File: config.mk
export PLATFORM = sky130hd
export DESIGN_NAME = hazard_detection_unit
export DESIGN_NICKNAME = d
export VERILOG_FILES = /design/src/rtl/hazard_pkg.sv /design/src/rtl/load_use_detect.sv /design/src/rtl/hazard_detection_unit.sv
export SDC_FILE = /design/constraint.sdc
export NUM_CORES = 1
export LEC_CHECK = 0
export ABC_AREA = 1
export CELL_PAD_IN_SITES_DETAIL_PLACEMENT = 1
export CELL_PAD_IN_SITES_GLOBAL_PLACEMENT = 2
export CORE_UTILIZATION = 27
export DETAILED_ROUTE_END_ITERATION = 10
export PLACE_DENSITY_LB_ADDON = 0.12
export SETUP_SLACK_MARGIN = 0.5
export SKIP_CTS_REPAIR_TIMING = 1
export SLEW_MARGIN = 30
export SYNTH_ARGS = -nofsm -noshare
export SYNTH_HDL_FRONTEND = slang
export SYNTH_HIERARCHICAL = 1
export SYNTH_SLANG_ARGS = --single-unit
File: constraint.sdc
create_clock -name Clk_in -period 2.2 [get_ports Clk_in]
set_input_delay 0.44 -clock Clk_in [delete_from_list [all_inputs] [get_ports Clk_in]]
set_output_delay 0.44 -clock Clk_in [all_outputs]
set_load 0.02 [all_outputs]
File: src/rtl/hazard_pkg.sv
// Shared definitions for the pipeline hazard controller: FSM encoding,
// the hard-wired zero register and default parameter values.
package hazard_pkg;

    typedef enum logic {
        RUN   = 1'b0,
        STALL = 1'b1
    } hdu_state_e;

    localparam logic [4:0] REG_ZERO = 5'd0;

    localparam int DEF_LOAD_STALL_CYCLES = 1;
    localparam int DEF_CNT_W             = 16;

endpackage

File: src/rtl/load_use_detect.sv
// Load-use comparator: flags when the load sitting in ID/EX writes a register
// that the instruction in IF/ID reads. Purely combinational so the same
// compare can be shared with the forwarding logic.
module load_use_detect
    import hazard_pkg::*;
(
    input  logic       idex_mem_read,
    input  logic [4:0] idex_rt,
    input  logic [4:0] ifid_rs,
    input  logic [4:0] ifid_rt,
    input  logic       ifid_uses_rt,
    output logic       lu_hazard
);

    logic rs_match;
    logic rt_match;

    // rt only matters when the consumer actually reads it as a source;
    // $0 is hard-wired so a load into it can never feed a consumer.
    always_comb begin
        rs_match  = (idex_rt == ifid_rs);
        rt_match  = ifid_uses_rt && (idex_rt == ifid_rt);
        lu_hazard = idex_mem_read && (idex_rt != REG_ZERO) && (rs_match || rt_match);
    end

endmodule

File: src/rtl/hazard_detection_unit.sv
// Pipeline hazard controller: stalls PC and IF/ID and bubbles ID/EX on a
// load-use hazard (optionally for several cycles), flushes the front of the
// pipe when a branch resolves taken in MEM, and keeps saturating statistics.
module hazard_detection_unit
    import hazard_pkg::*;
#(
    parameter int LOAD_STALL_CYCLES = DEF_LOAD_STALL_CYCLES,
    parameter int CNT_W             = DEF_CNT_W
) (
    input  logic             Clk_in,
    input  logic             Reset,
    input  logic [4:0]       IFID_rs,
    input  logic [4:0]       IFID_rt,
    input  logic             IFID_UsesRt,
    input  logic             IDEX_MemRead,
    input  logic [4:0]       IDEX_rt,
    input  logic             EXMEM_BranchTaken,
    output logic             PCWrite,
    output logic             IFIDWrite,
    output logic             IDEX_Bubble,
    output logic             IFID_Flush,
    output logic             IDEX_Flush,
    output logic             EXMEM_Flush,
    output logic [CNT_W-1:0] StallCount,
    output logic [CNT_W-1:0] FlushCount
);

    // Bubbles still owed after the first one, loaded on entry to STALL.
    localparam logic [2:0] INIT_REMAIN = 3'(LOAD_STALL_CYCLES - 1);
    localparam logic [CNT_W-1:0] CNT_ONE = {{(CNT_W-1){1'b0}}, 1'b1};

    hdu_state_e       state_q, state_d;
    logic [2:0]       remain_q, remain_d;
    logic [CNT_W-1:0] stall_cnt_q, stall_cnt_d;
    logic [CNT_W-1:0] flush_cnt_q, flush_cnt_d;
    logic             lu_hazard;
    logic             stall_inc;
    logic             flush_inc;

    load_use_detect u_lu (
        .idex_mem_read (IDEX_MemRead),
        .idex_rt       (IDEX_rt),
        .ifid_rs       (IFID_rs),
        .ifid_rt       (IFID_rt),
        .ifid_uses_rt  (IFID_UsesRt),
        .lu_hazard     (lu_hazard)
    );

    // Next-state and control outputs; a taken branch beats any stall since
    // the stalled instructions are on the wrong path anyway.
    always_comb begin
        state_d     = state_q;
        remain_d    = remain_q;
        stall_inc   = 1'b0;
        flush_inc   = 1'b0;
        PCWrite     = 1'b1;
        IFIDWrite   = 1'b1;
        IDEX_Bubble = 1'b0;
        IFID_Flush  = 1'b0;
        IDEX_Flush  = 1'b0;
        EXMEM_Flush = 1'b0;

        if (Reset) begin
            // Hold the pipe completely quiet while in reset.
            PCWrite   = 1'b0;
            IFIDWrite = 1'b0;
        end else if (EXMEM_BranchTaken) begin
            IFID_Flush  = 1'b1;
            IDEX_Flush  = 1'b1;
            EXMEM_Flush = 1'b1;
            flush_inc   = 1'b1;
            state_d     = RUN;
            remain_d    = 3'd0;
        end else begin
            case (state_q)
                RUN: begin
                    if (lu_hazard) begin
                        PCWrite     = 1'b0;
                        IFIDWrite   = 1'b0;
                        IDEX_Bubble = 1'b1;
                        stall_inc   = 1'b1;
                        if (LOAD_STALL_CYCLES > 1) begin
                            state_d  = STALL;
                            remain_d = INIT_REMAIN;
                        end
                    end
                end
                STALL: begin
                    // The hazard input is not re-evaluated while stalled.
                    PCWrite     = 1'b0;
                    IFIDWrite   = 1'b0;
                    IDEX_Bubble = 1'b1;
                    stall_inc   = 1'b1;
                    remain_d    = remain_q - 3'd1;
                    if (remain_q == 3'd1) begin
                        state_d = RUN;
                    end
                end
                default: begin
                    state_d  = RUN;
                    remain_d = 3'd0;
                end
            endcase
        end

        stall_cnt_d = (stall_inc && (stall_cnt_q != '1)) ? stall_cnt_q + CNT_ONE : stall_cnt_q;
        flush_cnt_d = (flush_inc && (flush_cnt_q != '1)) ? flush_cnt_q + CNT_ONE : flush_cnt_q;
    end

    // State, remaining-bubble counter and statistics registers.
    always_ff @(posedge Clk_in or posedge Reset) begin
        if (Reset) begin
            state_q     <= RUN;
            remain_q    <= 3'd0;
            stall_cnt_q <= '0;
            flush_cnt_q <= '0;
        end else begin
            state_q     <= state_d;
            remain_q    <= remain_d;
            stall_cnt_q <= stall_cnt_d;
            flush_cnt_q <= flush_cnt_d;
        end
    end

    assign StallCount = stall_cnt_q;
    assign FlushCount = flush_cnt_q;

endmodule

==> impl_metrics.yaml, run 1 <==
yosys:
  seq_area_frac_synth_pct: 36.4
  synthSimpleGateAreaFrac_pct: 42.5
  synth_cell_types: 26
  postSynthCellCount: 372
  synth_adder_area_share_pct: 2.02
  synth-compound-area-share_pct: 4.49
  synth_xor_area_share_pct: 3.54
  synth_warnings: 6
  synth_top_family_by_area: "simple AND/OR/NAND/NOR gates"
  syn_nets: 396
  ys_ff_latch: 36
  syn_avg_cell_area_um2: 6.66
  netlist_area_um2: 2480
  synthMuxAreaShare_pct: 0
detailed_routing:
  ant_nets: 0
  post_drt_wl_per_cell_um: 12.8
  drc: 11
  vias_per_cell: 4.58
  met3_length_um: 247
  first_pass_iters: 7
  vias: 2525
  top_layer: "met4"
  wirelength_um: 7060
  routedLengthMet1_um: 3440
  drt-initial-drc-count: 99
  wl_met2_um: 3310
sta:
  whs_ns: 0.383
  relSlewSlack_pct: 65.1
  finalHoldViolations: 0
  fin_crit_ns: 1.87
  tightest_slew_ns: 0.523
  fin_crit_sh_pct: 85.1
  finClkSkew_ns: 0.0131
  rsz0062_at_grt: "yes"
  postLayoutSetupSlackWorst_ns: 0.328
  setup_tns_ns: 0
  maxSlewViolCount: 0
  setup_viol: 0
  max_freq_ghz: 0.534
clocking:
  clockRootBuffer: "clkbuf_8"
  clkSlewWorstSetupHoldPaths_ns: 0.08
  clkLatencyLatePin_ns: 0.30
  htree_levels: 2
  cts_tree: "built"
  cts.sinks: 36
  cts_buffers: 5
  clockBufferDepth: 2
min_path:
  hold_path.class: "in2async"
setup_path:
  required_ns: 1.76
  start_kind: "input pin"
  endpoint_kind: "primary output"
  slowest_stage: "a21oi_2"
  worst-path-max-fanout: 2
  critPathMostFrequentCell: "nor2_1"
  worstSetupPathType: "in2out"
  crit_chain: "buf_8 > nor2_4 > nor2_1 > nor2_1 > nand3_1 > a21oi_2 > inv_1 > nand2_2 > nand3_4 > inv_4 > buf_6"
  crit_buf_inv: 4
  cp.arrival_ns: 1.43
  cpLargestDelayFamily: "simple AND/OR/NAND/NOR gates"
  slowest_delay_ns: 0.14
cells_and_area:
  n_antenna_cell: 0
  multi_input_area_um2: 1380
  nets: 466
  final_common_cell: "nand2_1"
  area_delta_synth_final_pct: 41.7
  ff_latch_area_um2: 902
  fill_cells: 1105
  final_cell_mix: "nand2_1, inv_1, dlymetal6s2s_1"
  drive_gt1_share_pct: 18.7
floorplanning:
  fp.dieArea_um2: 9560
  die_w_um: 97.8
  fp.dieH_um: 97.8
  io-pin-count: 58
  rows: 34
  core-area_um2: 8810
  start_util_pct: 28.1
global_routing:
  grt_pass1_wl_um: 12100
  grt_overflow: 0
  grt_pass1_vias: 2595
  globalRouteTotalUtil_pct: 15.6
  grt_max_degree: 39
  antenna_found_initial: 0
pwr:
  p_switching_uw: 631
  internal_power_uw: 1310
  p_leak_uw: 0.00224
  power_density_nw_per_um2: 552
  ir_drop_mv: 0.329
  pwr-share-clk_pct: 30.3
  sw_frac_of_total_pct: 32.6
  power_frac_seq_pct: 42.8
  comb_power_share_pct: 26.9
placement:
  dp_hpwl_um: 5390
  pre_cts_ws_ns: -0.646
  port_buffers: 57
  gp_congestion: 0.732
run:
  cap_violations: 0
outcome:
  status: "finished, violations left"
  violations: "design-rule violations"
per-layer routing:
metal	global-route usage, %	up-vias
li1	-	1285
met1	21.4	1195
met2	25.4	39
met3	2.65	6
met4	4.55	0
met5	0	-
flip-flops by register name, summed over array words and instances (netlist names):
register and cells:
FlushCount 16, StallCount 16, remain_q 3, state_q 1
path summary, 6_finish.rpt:
check | slack (ns) | from | end | cells after the start
worst min register to register | 0.53 | FlushCount[15] | FlushCount[15] | 2
worst max-delay path | 0.33 | IFID_rs[0] | IDEX_Bubble | 11
worst min-delay path | 0.38 | Reset | StallCount[15] | 3
worst max register to register | 0.62 | StallCount[0] | StallCount[3] | 9
max in group asynchronous | 1.42 | Reset | FlushCount[0] | 3
min in group Clk_in | 0.53 | FlushCount[15] | FlushCount[15] | 2
cell type report:
| class | instances | area share [%] |
|---|---|---|
| multi-input cells | 271 | 39.4 |
| repair buffers | 68 | 21.2 |
| clock buffers | 6 | 2.07 |
| inverters | 60 | 6.81 |
| well taps | 108 | 3.85 |
| flip-flops and latches | 36 | 25.7 |
| clock inverters | 2 | 0.998 |
cells in the mapped netlist:
library cell | count | area [um^2]
buf_8 | 1 | 15.0
nand3_1 | 22 | 110
a21oi_1 | 3 | 15.0
clkinv_2 | 1 | 5.00
nand4_1 | 14 | 87.6
buf_6 | 1 | 11.3
a311oi_1 | 1 | 8.76
nand2_2 | 4 | 25.0
xnor2_1 | 8 | 70.1
inv_1 | 51 | 191
buf_4 | 3 | 22.5
inv_2 | 8 | 30.0
nand2_4 | 3 | 33.8
nor2_1 | 40 | 150
nand3_2 | 2 | 20.0
xor2_1 | 2 | 17.5
dfrtp_1 | 36 | 901
o21ai_0 | 9 | 45.0
nor2_4 | 2 | 22.5
o21ai_2 | 2 | 17.5
nor2_2 | 6 | 37.5
nor3_2 | 1 | 10.0
o21ai_1 | 5 | 25.0
ha_1 | 4 | 50.1
nand3b_1 | 5 | 37.5
nand2_1 | 138 | 518
logic make-up after synthesis:
logic type	after synthesis
compound gates	20
xor+xnor	10
fa+ha+maj	4
buf+inv	65
flops	36
simple gates	237
power by group through the flow:
| stage | Combinational, uW | Sequential [uW] | Clock (uW) |
|---|---|---|---|
| 3_3_place_gp | 522 | 842 | 0 |
| 2_1_floorplan | 210 | 901 | 0 |
| 3_5_place_dp | 530 | 842 | 0 |
| 4_1_cts | 536 | 831 | 622 |
| 6_report | 521 | 830 | 588 |
| 5_1_grt | 577 | 844 | 640 |
stage by stage:
stage | util (%) | area (um^2) | cells | total power, uW
6_report | 39.9 | 3510 | 551 | 1940
5_1_grt | 39.9 | 3510 | 551 | 2060
3_5_place_dp | 36.9 | 3250 | 543 | 1370
4_1_cts | 38.1 | 3360 | 551 | 1990
3_3_place_gp | 36.9 | 3250 | 543 | 1360
2_1_floorplan | - | 2500 | 372 | 1110
tightest hold or removal path: stages:
cell and delay (ns):
dlymetal6s2s_1 0.17, inv_6 0.08, buf_4 0.45
No activity file was read; power rests on OpenSTA's default activity.
==> run 2, diff against run 1 <==
Settings changed: SKIP_CTS_REPAIR_TIMING 1 to not set.
==> impl_metrics.yaml, run 2 (synthesis gave the netlist of run 1 again) <==
floorplanning:
  core-area_um2: 8810
  die_w_um: 97.8
  start_util_pct: 28.1
  fp.dieArea_um2: 9560
  fp.dieH_um: 97.8
  rows: 34
  io-pin-count: 58
detailed_routing:
  vias_per_cell: 4.57
  routedLengthMet1_um: 3490
  met3_length_um: 242
  wl_met2_um: 3390
  vias: 2536
  ant_nets: 0
  first_pass_iters: 9
  drc: 12
  post_drt_wl_per_cell_um: 12.9
  drt-initial-drc-count: 96
  wirelength_um: 7180
  top_layer: "met4"
clocking:
  cts_tree: "built"
  clockBufferDepth: 2
  cts.sinks: 36
  clkLatencyLatePin_ns: 0.29
  htree_levels: 2
  holdBufCountCts: 0
  clkSlewWorstSetupHoldPaths_ns: 0.08
  cts_buffers: 5
  clockRootBuffer: "clkbuf_8"
cells_and_area:
  area_delta_synth_final_pct: 41.3
  multi_input_area_um2: 1430
  final_common_cell: "nand2_1"
  fill_cells: 1127
  ff_latch_area_um2: 902
  final_cell_mix: "nand2_1, inv_1, nor2_1"
  drive_gt1_share_pct: 23.3
  nets: 470
  n_antenna_cell: 0
  postLayoutCoreUtil_pct: 39.8
sta:
  max_freq_ghz: 0.536
  rsz0062_at_grt: "yes"
  maxSlewViolCount: 0
  fin_crit_ns: 1.87
  finClkSkew_ns: 0.0109
  relSlewSlack_pct: 65.1
  postLayoutSetupSlackWorst_ns: 0.334
  fin_crit_sh_pct: 84.8
  setup_viol: 0
  finalHoldViolations: 0
  whs_ns: 0.503
  tightest_slew_ns: 0.524
placement:
  port_buffers: 57
  pre_cts_ws_ns: -0.646
  gp_congestion: 0.732
  dp_hpwl_um: 5390
setup_path:
  start_kind: "input pin"
  slowest_delay_ns: 0.12
  required_ns: 1.76
  critPathMostFrequentCell: "nand2_1"
  crit_chain: "buf_12 > nand2_1 > nand2_1 > nor2_1 > nand3_1 > a21oi_2 > inv_1 > nand2_2 > nand3_4 > inv_4 > buf_6"
  worst-path-max-fanout: 4
  slowest_stage: "nor2_1"
  worstSetupPathType: "in2out"
  endpoint_kind: "primary output"
  cp.arrival_ns: 1.43
pwr:
  ir_drop_mv: 0.329
  power_density_nw_per_um2: 547
  power_uw: 1920
  p_leak_uw: 0.00181
min_path:
  hold_path.class: "in2async"
global_routing:
  grt_max_degree: 39
  grt_pass1_wl_um: 12400
  grt_pass1_vias: 2632
  antenna_found_initial: 0
  globalRouteTotalUtil_pct: 16.1
  grt_overflow: 0
outcome:
  status: "finished, violations left"
  violations: "design-rule violations"
run:
  cap_violations: 0
-- run 2: changes by cell type in the layout (fill, tap and decap cells not counted), sizes merged --
| cell | change |
|---|---|
| clkbuf | -7 |
| buf | +14 |
| dlygate4sd2 | +35 |
| clkdlybuf4s15 | +1 |
| dlymetal6s2s | -39 |
-- run 2: area by class of cell --
cell class / instances / share of cell area [%]
sequential: 36 / 25.8
clock buffer: 6 / 2.07
multi-input combinational: 271 / 40.9
tap: 108 / 3.86
clock inverter: 2 / 1.00
timing repair buffer: 72 / 19.5
inverter: 60 / 6.90
-- run 2: power breakdown --
| group | leakage [uW] | total, uW | internal, uW | switching, uW |
|---|---|---|---|---|
| sequential | 0.000486 | 829 | 736 | 93.6 |
| combinational | 0.00127 | 501 | 212 | 289 |
| clock | 0.0000552 | 587 | 337 | 250 |
| total | 0.00181 | 1920 | 1280 | 632 |
-- run 2: layer usage --
| layer | global-route usage (%) | vias to the layer above |
|---|---|---|
| met5 | 0 | - |
| met4 | 4.55 | 0 |
| met3 | 2.72 | 5 |
| met2 | 27.1 | 38 |
| met1 | 21.4 | 1202 |
| li1 | - | 1291 |
-- run 2: path summary, 6_finish.rpt --
kind                       depth (start not counted)             end  slack (ns)      startpoint
hold / removal                                     3  StallCount[15]        0.50           Reset
setup / recovery                                  11     IDEX_Bubble        0.33      IDEX_rt[1]
setup reg to reg                                   9   StallCount[3]        0.62   StallCount[1]
hold reg to reg                                    2  FlushCount[15]        0.53  FlushCount[15]
min in group Clk_in                                2  FlushCount[15]        0.53  FlushCount[15]
max in group asynchronous                          3   FlushCount[0]        1.30           Reset
-- run 2: per-stage QoR --
stage                     cells  instance area, um^2  TNS, ns
after floorplan             372                 2500        0
after global placement      543                 3250    -4.49
after detailed placement    543                 3250    -5.17
after CTS                   554                 3400        0
after global routing        555                 3500        0
final                       555                 3500        0
-- run 2: worst max-delay path, delay by kind of cell --
family / cells / cell delay (ns)
compound gates: 1 / 0.12
buf+inv: 4 / 0.34
simple gates: 6 / 0.53
-- run 2: timing repair --
item                                    4_1_cts  5_1_grt
hold endpoints to repair                      0        0
resized for setup                           153       35
pin swaps                                    29       21
endpoints found under the setup margin       56       26
setup buffers                                 3        1
